**config.mk**
```make
export PLATFORM = sky130hd
export DESIGN_NAME = mips_dmem_mmio_responder
export DESIGN_NICKNAME = d
export VERILOG_FILES = /design/src/rtl/mips_mmio_pkg.sv /design/src/rtl/mips_mmio_timer.sv /design/src/rtl/mips_dmem_mmio_responder.sv
export SDC_FILE = /design/constraint.sdc
export NUM_CORES = 2
export LEC_CHECK = 0
export BUFFER_PORTS_ARGS = -buffer_cell sky130_fd_sc_hd__buf_2
export CORE_MARGIN = 2
export CORE_UTILIZATION = 60
export CTS_CLUSTER_SIZE = 16
export DETAILED_ROUTE_END_ITERATION = 8
export GPL_TIMING_DRIVEN = 0
export HOLD_SLACK_MARGIN = 0.03
export PLACE_DENSITY_LB_ADDON = 0.3
export SYNTH_ARGS = -nofsm -noshare
export SYNTH_HDL_FRONTEND = slang
export SYNTH_SLANG_ARGS = --single-unit
```
**constraint.sdc**
```tcl
create_clock -name clk -period 11.8 [get_ports clk]
set_input_delay 1.18 -clock clk [delete_from_list [all_inputs] [get_ports clk]]
set_output_delay 1.18 -clock clk [all_outputs]
set_load 0.01 [all_outputs]
```
**src/rtl/mips_mmio_pkg.sv**
```systemverilog
// mips_mmio_pkg: MMIO offsets, CTRL/STATUS bit positions and timer states for the data-port responder.
package mips_mmio_pkg;
    localparam logic [4:0] OFS_GPIO_OUT   = 5'h00;
    localparam logic [4:0] OFS_GPIO_IN    = 5'h04;
    localparam logic [4:0] OFS_TIMER_CNT  = 5'h08;
    localparam logic [4:0] OFS_TIMER_CMP  = 5'h0C;
    localparam logic [4:0] OFS_TIMER_CTRL = 5'h10;
    localparam logic [4:0] OFS_STATUS     = 5'h14;
    localparam int CTRL_EN   = 0;
    localparam int CTRL_AR   = 1;
    localparam int ST_MATCH  = 0;
    localparam int ST_ERR    = 1;

    typedef enum logic [1:0] {T_IDLE, T_RUN, T_DONE} t_state_e;

    function automatic logic ofs_writable(input logic [4:0] o, input logic tmr);
        return o == OFS_GPIO_OUT || o == OFS_STATUS ||
               (tmr && (o == OFS_TIMER_CNT || o == OFS_TIMER_CMP || o == OFS_TIMER_CTRL));
    endfunction
endpackage

```
**src/rtl/mips_mmio_timer.sv**
```systemverilog
// mips_mmio_timer: compare timer (CNT, CMP, CTRL, FSM); instantiated only when MIPS_MMIO_TIMER_EN is defined.
module mips_mmio_timer
    import mips_mmio_pkg::*;
(
    input  logic        clk,
    input  logic        reset,
    input  logic        we,
    input  logic [4:0]  ofs,
    input  logic [31:0] wdata,
    output logic [31:0] cnt,
    output logic [31:0] cmp,
    output logic [1:0]  ctrl,
    output logic        match
);
    t_state_e st, st_n;
    logic cnt_we, cmp_we, ctrl_we, one_shot_end;

    assign cnt_we       = we && ofs == OFS_TIMER_CNT;
    assign cmp_we       = we && ofs == OFS_TIMER_CMP;
    assign ctrl_we      = we && ofs == OFS_TIMER_CTRL;
    assign match        = st == T_RUN && cnt == cmp;
    assign one_shot_end = match && !ctrl[CTRL_AR];

    always_comb begin
        st_n = st;
        if (ctrl_we)
            st_n = wdata[CTRL_EN] ? T_RUN : T_IDLE;
        else if (st == T_IDLE && ctrl[CTRL_EN])
            st_n = T_RUN;
        else if (one_shot_end)
            st_n = T_DONE;
    end

    // Core writes take priority over increment, reload and the one-shot en clear.
    always_ff @(posedge clk) begin
        if (reset) begin
            st   <= T_IDLE;
            cnt  <= '0;
            cmp  <= '1;
            ctrl <= '0;
        end else begin
            st <= st_n;
            if (cnt_we)
                cnt <= wdata;
            else if (match)
                cnt <= ctrl[CTRL_AR] ? '0 : cnt;
            else if (st == T_RUN)
                cnt <= cnt + 32'd1;
            if (cmp_we)
                cmp <= wdata;
            if (ctrl_we)
                ctrl <= wdata[1:0];
            else if (one_shot_end)
                ctrl[CTRL_EN] <= 1'b0;
        end
    end
endmodule

```
**src/rtl/mips_dmem_mmio_responder.sv**
```systemverilog
// mips_dmem_mmio_responder: MIPS data-port responder (RAM + GPIO/timer/status MMIO).
// Timer is present only when MIPS_MMIO_TIMER_EN is defined.
module mips_dmem_mmio_responder
    import mips_mmio_pkg::*;
#(
    parameter int          DMEM_WORDS = 64,
    parameter logic [31:0] MMIO_BASE  = 32'h0000_FF00,
    parameter int          GPIO_W     = 8
) (
    input  logic              clk,
    input  logic              reset,
    input  logic [31:0]       ALUOut,
    input  logic [31:0]       WriteData,
    input  logic              MemWrite,
    output logic [31:0]       ReadData,
    input  logic [GPIO_W-1:0] gpio_in,
    output logic [GPIO_W-1:0] gpio_out,
    output logic              timer_irq,
    output logic              addr_err
);
    localparam int AW = $clog2(DMEM_WORDS);
`ifdef MIPS_MMIO_TIMER_EN
    localparam logic TMR = 1'b1;
`else
    localparam logic TMR = 1'b0;
`endif

    logic [31:0]       mem [DMEM_WORDS];
    logic              ram_hit, mmio_hit, aligned, wr_ok, wr, mmio_we, sts_we, err_set, match;
    logic [4:0]        ofs, rofs;
    logic [GPIO_W-1:0] gsync1, gsync2;
    logic [1:0]        status, ctrl;
    logic [31:0]       cnt, cmp, mmio_rd;

    assign ram_hit  = ALUOut < 32'(DMEM_WORDS * 4);
    assign mmio_hit = ALUOut >= MMIO_BASE && ALUOut <= MMIO_BASE + 32'h1F;
    assign ofs      = ALUOut[4:0] - MMIO_BASE[4:0];
    assign rofs     = {ofs[4:2], 2'b00};
    assign aligned  = ALUOut[1:0] == 2'b00;
    assign wr_ok    = aligned && (ram_hit || (mmio_hit && ofs_writable(ofs, TMR)));
    assign wr       = MemWrite && wr_ok;
    assign err_set  = MemWrite && !wr_ok;
    assign mmio_we  = wr && mmio_hit;
    assign sts_we   = mmio_we && ofs == OFS_STATUS;

`ifdef MIPS_MMIO_TIMER_EN
    mips_mmio_timer u_timer (
        .clk   (clk),
        .reset (reset),
        .we    (mmio_we),
        .ofs   (ofs),
        .wdata (WriteData),
        .cnt   (cnt),
        .cmp   (cmp),
        .ctrl  (ctrl),
        .match (match)
    );
`else
    assign cnt   = '0;
    assign cmp   = '0;
    assign ctrl  = '0;
    assign match = 1'b0;
`endif

    always_comb begin
        mmio_rd = rofs == OFS_GPIO_OUT   ? 32'(gpio_out) :
                  rofs == OFS_GPIO_IN    ? 32'(gsync2) :
                  rofs == OFS_TIMER_CNT  ? cnt :
                  rofs == OFS_TIMER_CMP  ? cmp :
                  rofs == OFS_TIMER_CTRL ? {30'd0, ctrl} :
                  rofs == OFS_STATUS     ? {30'd0, status} : '0;
        ReadData = ram_hit ? mem[ALUOut[AW+1:2]] : mmio_hit ? mmio_rd : '0;
    end

    always_ff @(posedge clk) begin
        if (wr && ram_hit && !reset)
            mem[ALUOut[AW+1:2]] <= WriteData;
    end

    // Hardware set of match/err wins over a write-1-to-clear in the same cycle.
    always_ff @(posedge clk) begin
        if (reset) begin
            gsync1   <= '0;
            gsync2   <= '0;
            gpio_out <= '0;
            status   <= '0;
        end else begin
            gsync1 <= gpio_in;
            gsync2 <= gsync1;
            if (mmio_we && ofs == OFS_GPIO_OUT)
                gpio_out <= WriteData[GPIO_W-1:0];
            status[ST_MATCH] <= match | (status[ST_MATCH] & ~(sts_we & WriteData[ST_MATCH]));
            status[ST_ERR]   <= err_set | (status[ST_ERR] & ~(sts_we & WriteData[ST_ERR]));
        end
    end

    assign timer_irq = status[ST_MATCH];
    assign addr_err  = status[ST_ERR];
endmodule
```
# Yosys cells after proc, flatten, opt, wreduce, memory -nomap -nowiden
# Memory sizes are Yosys's and may differ from the RTL's.
# Cells that the tools add are included.
[totals] register_bits=26 ramBits=2048 input_bits=75 output_inout_bits=42 elab_cells=48 memories=1
[classes] order_cmp=3 n_eq_ne=6 muxes=10 bitwise_logic=7 n_reduce_logical=17
[mem_list] memory="mem" words=64 width=32 read_ports=1 rd_clocked_by_memory_dff=0 write_ports=1 line="mips_dmem_mmio_responder.sv:28" rtl="logic [31:0] mem [DMEM_WORDS];"
[ops] cell="32-bit by 16-bit greater-or-equal comparator with 1-bit output, second input constant" n=1
[ops] cell="32-bit by 16-bit <= comparator with 1-bit output, second input constant" n=1
[ops] cell="32-bit by 9-bit < comparator with 1-bit output, second input constant" n=1
[ops] cell="32-bit 2-to-1 mux" n=1
[ops] cell="8-bit 2-to-1 mux" n=3
[ops] cell="1-bit logical AND" n=10
[ops] cell="5-bit zero test" n=2
[ops] cell="2-bit 2-to-1 mux" n=4
[ops] cell="3-bit by 2-bit == test with 1-bit output, second input constant" n=2
[ops] cell="3-bit == test, second input constant" n=2
[ops] cell="5-bit == test, second input constant" n=1
[ops] cell="1-bit AND" n=4
[ops] cell="3-bit by 1-bit == test with 1-bit output, second input constant" n=1
[ops] cell="1-bit zero test" n=2
[ops] cell="2-bit zero test" n=1
[ops] cell="1-bit logical OR" n=2
[ops] cell="1-bit 2-to-1 mux" n=2
[ops] cell="1-bit inverter" n=2
[ops] cell="1-bit bitwise OR" n=1

# Logic depth before layout (Yosys ltp)
[logic_depth] depth_word=12 depth_mapped=11 depth_no_buf=6

# Worst setup path before layout
# OpenSTA, ideal clock, no wires.
[synth_path] path_type="input -> register" from="in ALUOut[2]" to="mem mem[51][0] (enable)" setup_ns=0.421 arrival_ns=4.252 t_required_ns=11.379 setup_slack_ns=7.126 cell_stages=9 cell_sequence="buf_4 > buf_2 > buf_2 > buf_2 > buf_4 > buf_4 > buf_2 > nand3b_1 > nor2_1"
[synth_between] elab_chain_len=10
[synth_lines] item="from (decl)" line="mips_dmem_mmio_responder.sv:12" rtl="input logic [31:0] ALUOut,"
[synth_lines] item="32-bit by 16-bit greater-or-equal comparator with 1-bit output (tied with other cells)" line="mips_dmem_mmio_responder.sv:36" rtl="assign mmio_hit = ALUOut >= MMIO_BASE && ALUOut <= MMIO_BASE + 32'h1F;"
[synth_lines] item="1-bit logical AND or 1-bit logical OR (tied branches)" line="mips_dmem_mmio_responder.sv:36, mips_mmio_pkg.sv:17"
[synth_lines] item="1-bit logical AND" line="mips_dmem_mmio_responder.sv:40" rtl="assign wr_ok = aligned && (ram_hit || (mmio_hit && ofs_writable(ofs, TMR)));"
[synth_lines] item="1-bit logical OR" line="mips_dmem_mmio_responder.sv:40"
[synth_lines] item="1-bit logical AND" line="mips_dmem_mmio_responder.sv:40"
[synth_lines] item="1-bit logical AND" line="mips_dmem_mmio_responder.sv:41" rtl="assign wr = MemWrite && wr_ok;"
[synth_lines] item="1-bit logical AND (2 in series)" line="mips_dmem_mmio_responder.sv:76" rtl="if (wr && ram_hit && !reset)"
[synth_lines] item="1-bit 2-to-1 mux" line="mips_dmem_mmio_responder.sv:76"
[synth_lines] item="1-bit 2-to-1 mux (implied by the code)" line="mips_dmem_mmio_responder.sv:77" rtl="mem[ALUOut[AW+1:2]] <= WriteData;"
[synth_lines] item="to (decl)" line="mips_dmem_mmio_responder.sv:28"
# Parallel ways exist; a longest one is shown, timed or not.

# Final worst setup path
[layout_path] from="in ALUOut[5]" to="out ReadData[8]"
[layout_between] elab_chain_len=2
[layout_lines] item="32-bit by 9-bit < comparator with 1-bit output or memory 64 x 32 bit (tied branches)"
[layout_lines] item="32-bit 2-to-1 mux (*)" line="mips_dmem_mmio_responder.sv:72" rtl="ReadData = ram_hit ? mem[ALUOut[AW+1:2]] : mmio_hit ? mmio_rd : '0;"
[layout_lines] item="to (decl)" line="mips_dmem_mmio_responder.sv:15" rtl="output logic [31:0] ReadData,"
# Mark *: on every way between the ends. The rest lies on a longest branch, timed or not.

==> metrics.yaml <==
status: "finished, violations left"
violations: "capacitance limit, slew limit"
post-route-min-period_ns: 7.31
cp-startpoint: "ALUOut[5]"
dieArea_sq_um: 135000
num_vias: 41300
cp.required_ns: 10.62
numCtsBuffers: 197
rrSetupSlack_ns: 11.06
crit_family: "buffers and inverters"
grt_antenna_before_repair: 12
syn_nets: 3431
yosys_warnings: 0
synth-seq-cells: 2074
synth_area_sq_um: 79400
max_stage_delay_ns: 1.27
worstPathCellList: "buf_2 -> clkbuf_1 -> clkbuf_1 -> buf_1 -> mux2i_1 -> a22oi_1 -> o211ai_1 -> nor2_1 -> buf_2"
cp_num_cells: 9
totalWireLength_um: 238000
avgSynthCellArea_sq_um: 23.7
seq_power_share_pct: 53.6
avgRoutedWirePerCell_um: 42.0
coreArea_sq_um: 131000
report.final.slew_viol_count: 88
setup_violations: 0
cts_sinks: 2074
reg2reg_from: "status[1]$_SDFF_PP0_"
grt_util_met3_pct: 12.3
io_pins: 117
grt_max_degree: 67
insertion_delay_ns: 0.82
seq_area_frac_synth_pct: 78.1
initialDrtViolationCount: 8205
synthArstFlopShare_pct: 0
synthMostInstantiatedCell: "edfxtp_1"
r2r_cells: 2
cpMaxStageDelayCell: "clkbuf_1"
final_cell_area_sq_um: 90400
maxCapViolations: 3
power.switching_uw: 3220
path_class: "in -> out"
met2_usage_pct: 52.8
cts_tree: "done"
drc: 0
hold-path-cell-count: 1
synth_ff_type: "edfxtp_1"
max_clock_freq_mhz: 137
cts_setup_buffers: 0
p_comb_share_pct: 4.9
ctsHoldBuffers: 0
finalHoldViolations: 0
post_dp_cell_area_sq_um: 84100
die_y_um: 368
clk_pin_slew_ns: 0.07
path_max_fanout: 10
grt_overflow: 0
worst_ir_drop_vdd_v: 0.000172
worstReg2RegEnd: "status[1]$_SDFF_PP0_"
start_util_pct: 60.4
period_share_pct: 61.9
switching_share_pct: 21.4
netlist_instances: 3356
via_per_inst: 7.29
powerDensity_nw_per_um2: 167
setup.worst_path.end_class: "output port"
post_cts_resized: 0
relSlewSlack_pct: -11.4
hold_ws_ns: 0.448
synth_top_area_share_pct: 77.4
fin_skew_ns: 0.00831
synth_edf_count: 2048
cts-root-buf: "clkbuf_16"
synth_area_leaders: "edfxtp_1 77%, mux4_2 16%, mux2i_1 1.5%"
fin_util_pct: 68.8
yosysTopAreaCell: "edfxtp_1"
grt_pass1_vias: 40800
fp-row-count: 133
antenna_left: 0
place.gp.congestion: 1.04
grt_pass1_wl_um: 325000
total_leakage_power_uw: 0.0283
syn_to_final_growth_pct: 13.9
die_x_um: 368
hold_class: "reg -> reg"
tightest_slew_ns: 1.67
cp.arrival_ns: 6.13
crit_end: "ReadData[8]"
port_buffers: 114
rsz0062_at_grt: "false"
clockBufferDepth: 3
grt_most_used_layer: "met2"
yosys-top-cells-count: "2,048 x edfxtp_1, 566 x mux4_2, 120 x mux2i_1, 113 x nor2_1, 78 x buf_2"
critical_path_buf_inv_count: 5
synth.distinct_cells: 62
grt_usage_pct: 35.6
clock_power_share_pct: 41.4
h-tree-depth: 4
fin_tns_setup_ns: 0
nNetsFinal: 3813
grt_util_met1_pct: 48.5
crit_path_start_kind: "input port"
drive_gt1_share_pct: 31.6
firstDrtPassIters: 7
hpwl_um: 142000
internal_power_uw: 11900
## power groups by stage
stage	clock network [uW]	logic, uW	registers [uW]
2_1_floorplan	0	364	8250
3_3_place_gp	0	690	8250
3_5_place_dp	0	708	8250
4_1_cts	6260	720	8100
5_1_grt	6530	758	8090
6_report	6250	746	8100
## worst reg2reg max path: cells and delay by family, from the launching register on
kind | cells | cell delay [ns]
AOI/OAI and AO/OA | 2 | 0.28
DFF | 1 | 0.40
## per-layer routing
| layer | share of wire [%] | vias to the layer above |
|---|---|---|
| met3 | 16 | 703 |
| met2 | 45 | 3878 |
| met4 | 5.3 | 4 |
| met5 | 0.014 | - |
| met1 | 33 | 21500 |
| li1 | - | 15200 |
## state kept, by name, summed over array words and instances, names as in the netlist
name,cells
gsync1,8
gsync2,8
status,2
gpio_out,8
mem,2048
## final cells by class
| class | instances | area (sq um) |
|---|---|---|
| timing repair buffer | 183 | 2010 |
| tap | 1755 | 2200 |
| clock inverter | 122 | 1100 |
| inverter | 3 | 11.3 |
| clock buffer | 241 | 5200 |
| fill | 7711 | 41000 |
| buffer | 185 | 952 |
| multi-input combinational | 1094 | 16900 |
| antenna | 6 | 15.0 |
| sequential | 2074 | 62000 |
## worst min path at each step
stage	startpoint	to	slack, ns
after floorplan	gsync1[0]$_SDFF_PP0_	gsync2[0]$_SDFF_PP0_	0.41
after global placement	gsync1[2]$_SDFF_PP0_	gsync2[2]$_SDFF_PP0_	0.42
after detailed placement	gsync1[6]$_SDFF_PP0_	gsync2[6]$_SDFF_PP0_	0.43
after CTS	gsync1[6]$_SDFF_PP0_	gsync2[6]$_SDFF_PP0_	0.45
after global routing	gsync1[2]$_SDFF_PP0_	gsync2[2]$_SDFF_PP0_	0.47
final	gsync1[2]$_SDFF_PP0_	gsync2[2]$_SDFF_PP0_	0.45
## logic make-up after synthesis
| logic type | Yosys count | synth area share [%] |
|---|---|---|
| flip-flops | 2074 | 78.1 |
| multiplexers | 700 | 17.8 |
| AND/OR/NAND/NOR | 235 | 1.52 |
| buffers and inverters | 188 | 1.21 |
| AO/OA/AOI/OAI | 159 | 1.43 |
## cells in the final DEF (no fill, tap or decap), drive strengths merged, types with 3 or more instances in the layout
master and n:
bufinv 18, clkbuf 296, mux2i 120, nor3 3
or3 3, mux4 566, nor2b 31, clkinv 92
and2 4, buf 313, o21ai 10, nand4b 3
nor4 13, a31oi 5, o2111ai 5, nand4 5
dfxtp 26, nand3 9, a22o 4, nand3b 7
edfxtp 2048, a22oi 30, diode 6, o211ai 27
nand2 20, inv 10, or2 3, nor2 113
clkinvlp 5, a21oi 18, a2111oi 6, mux2 14
a221oi 4, or4 4, a211oi 7, o22ai 29
nand2b 9
## stage by stage
step / instances / power, uW / setup slack, ns
after global placement: 5225 / 8940 / 3.55
final: 5663 / 15100 / 4.49
after global routing: 5660 / 15400 / 4.66
after detailed placement: 5294 / 8960 / 4.92
after floorplan: 3356 / 8610 / 7.13
after CTS: 5657 / 15100 / 4.89
No activity file was read; power rests on OpenSTA's default activity.
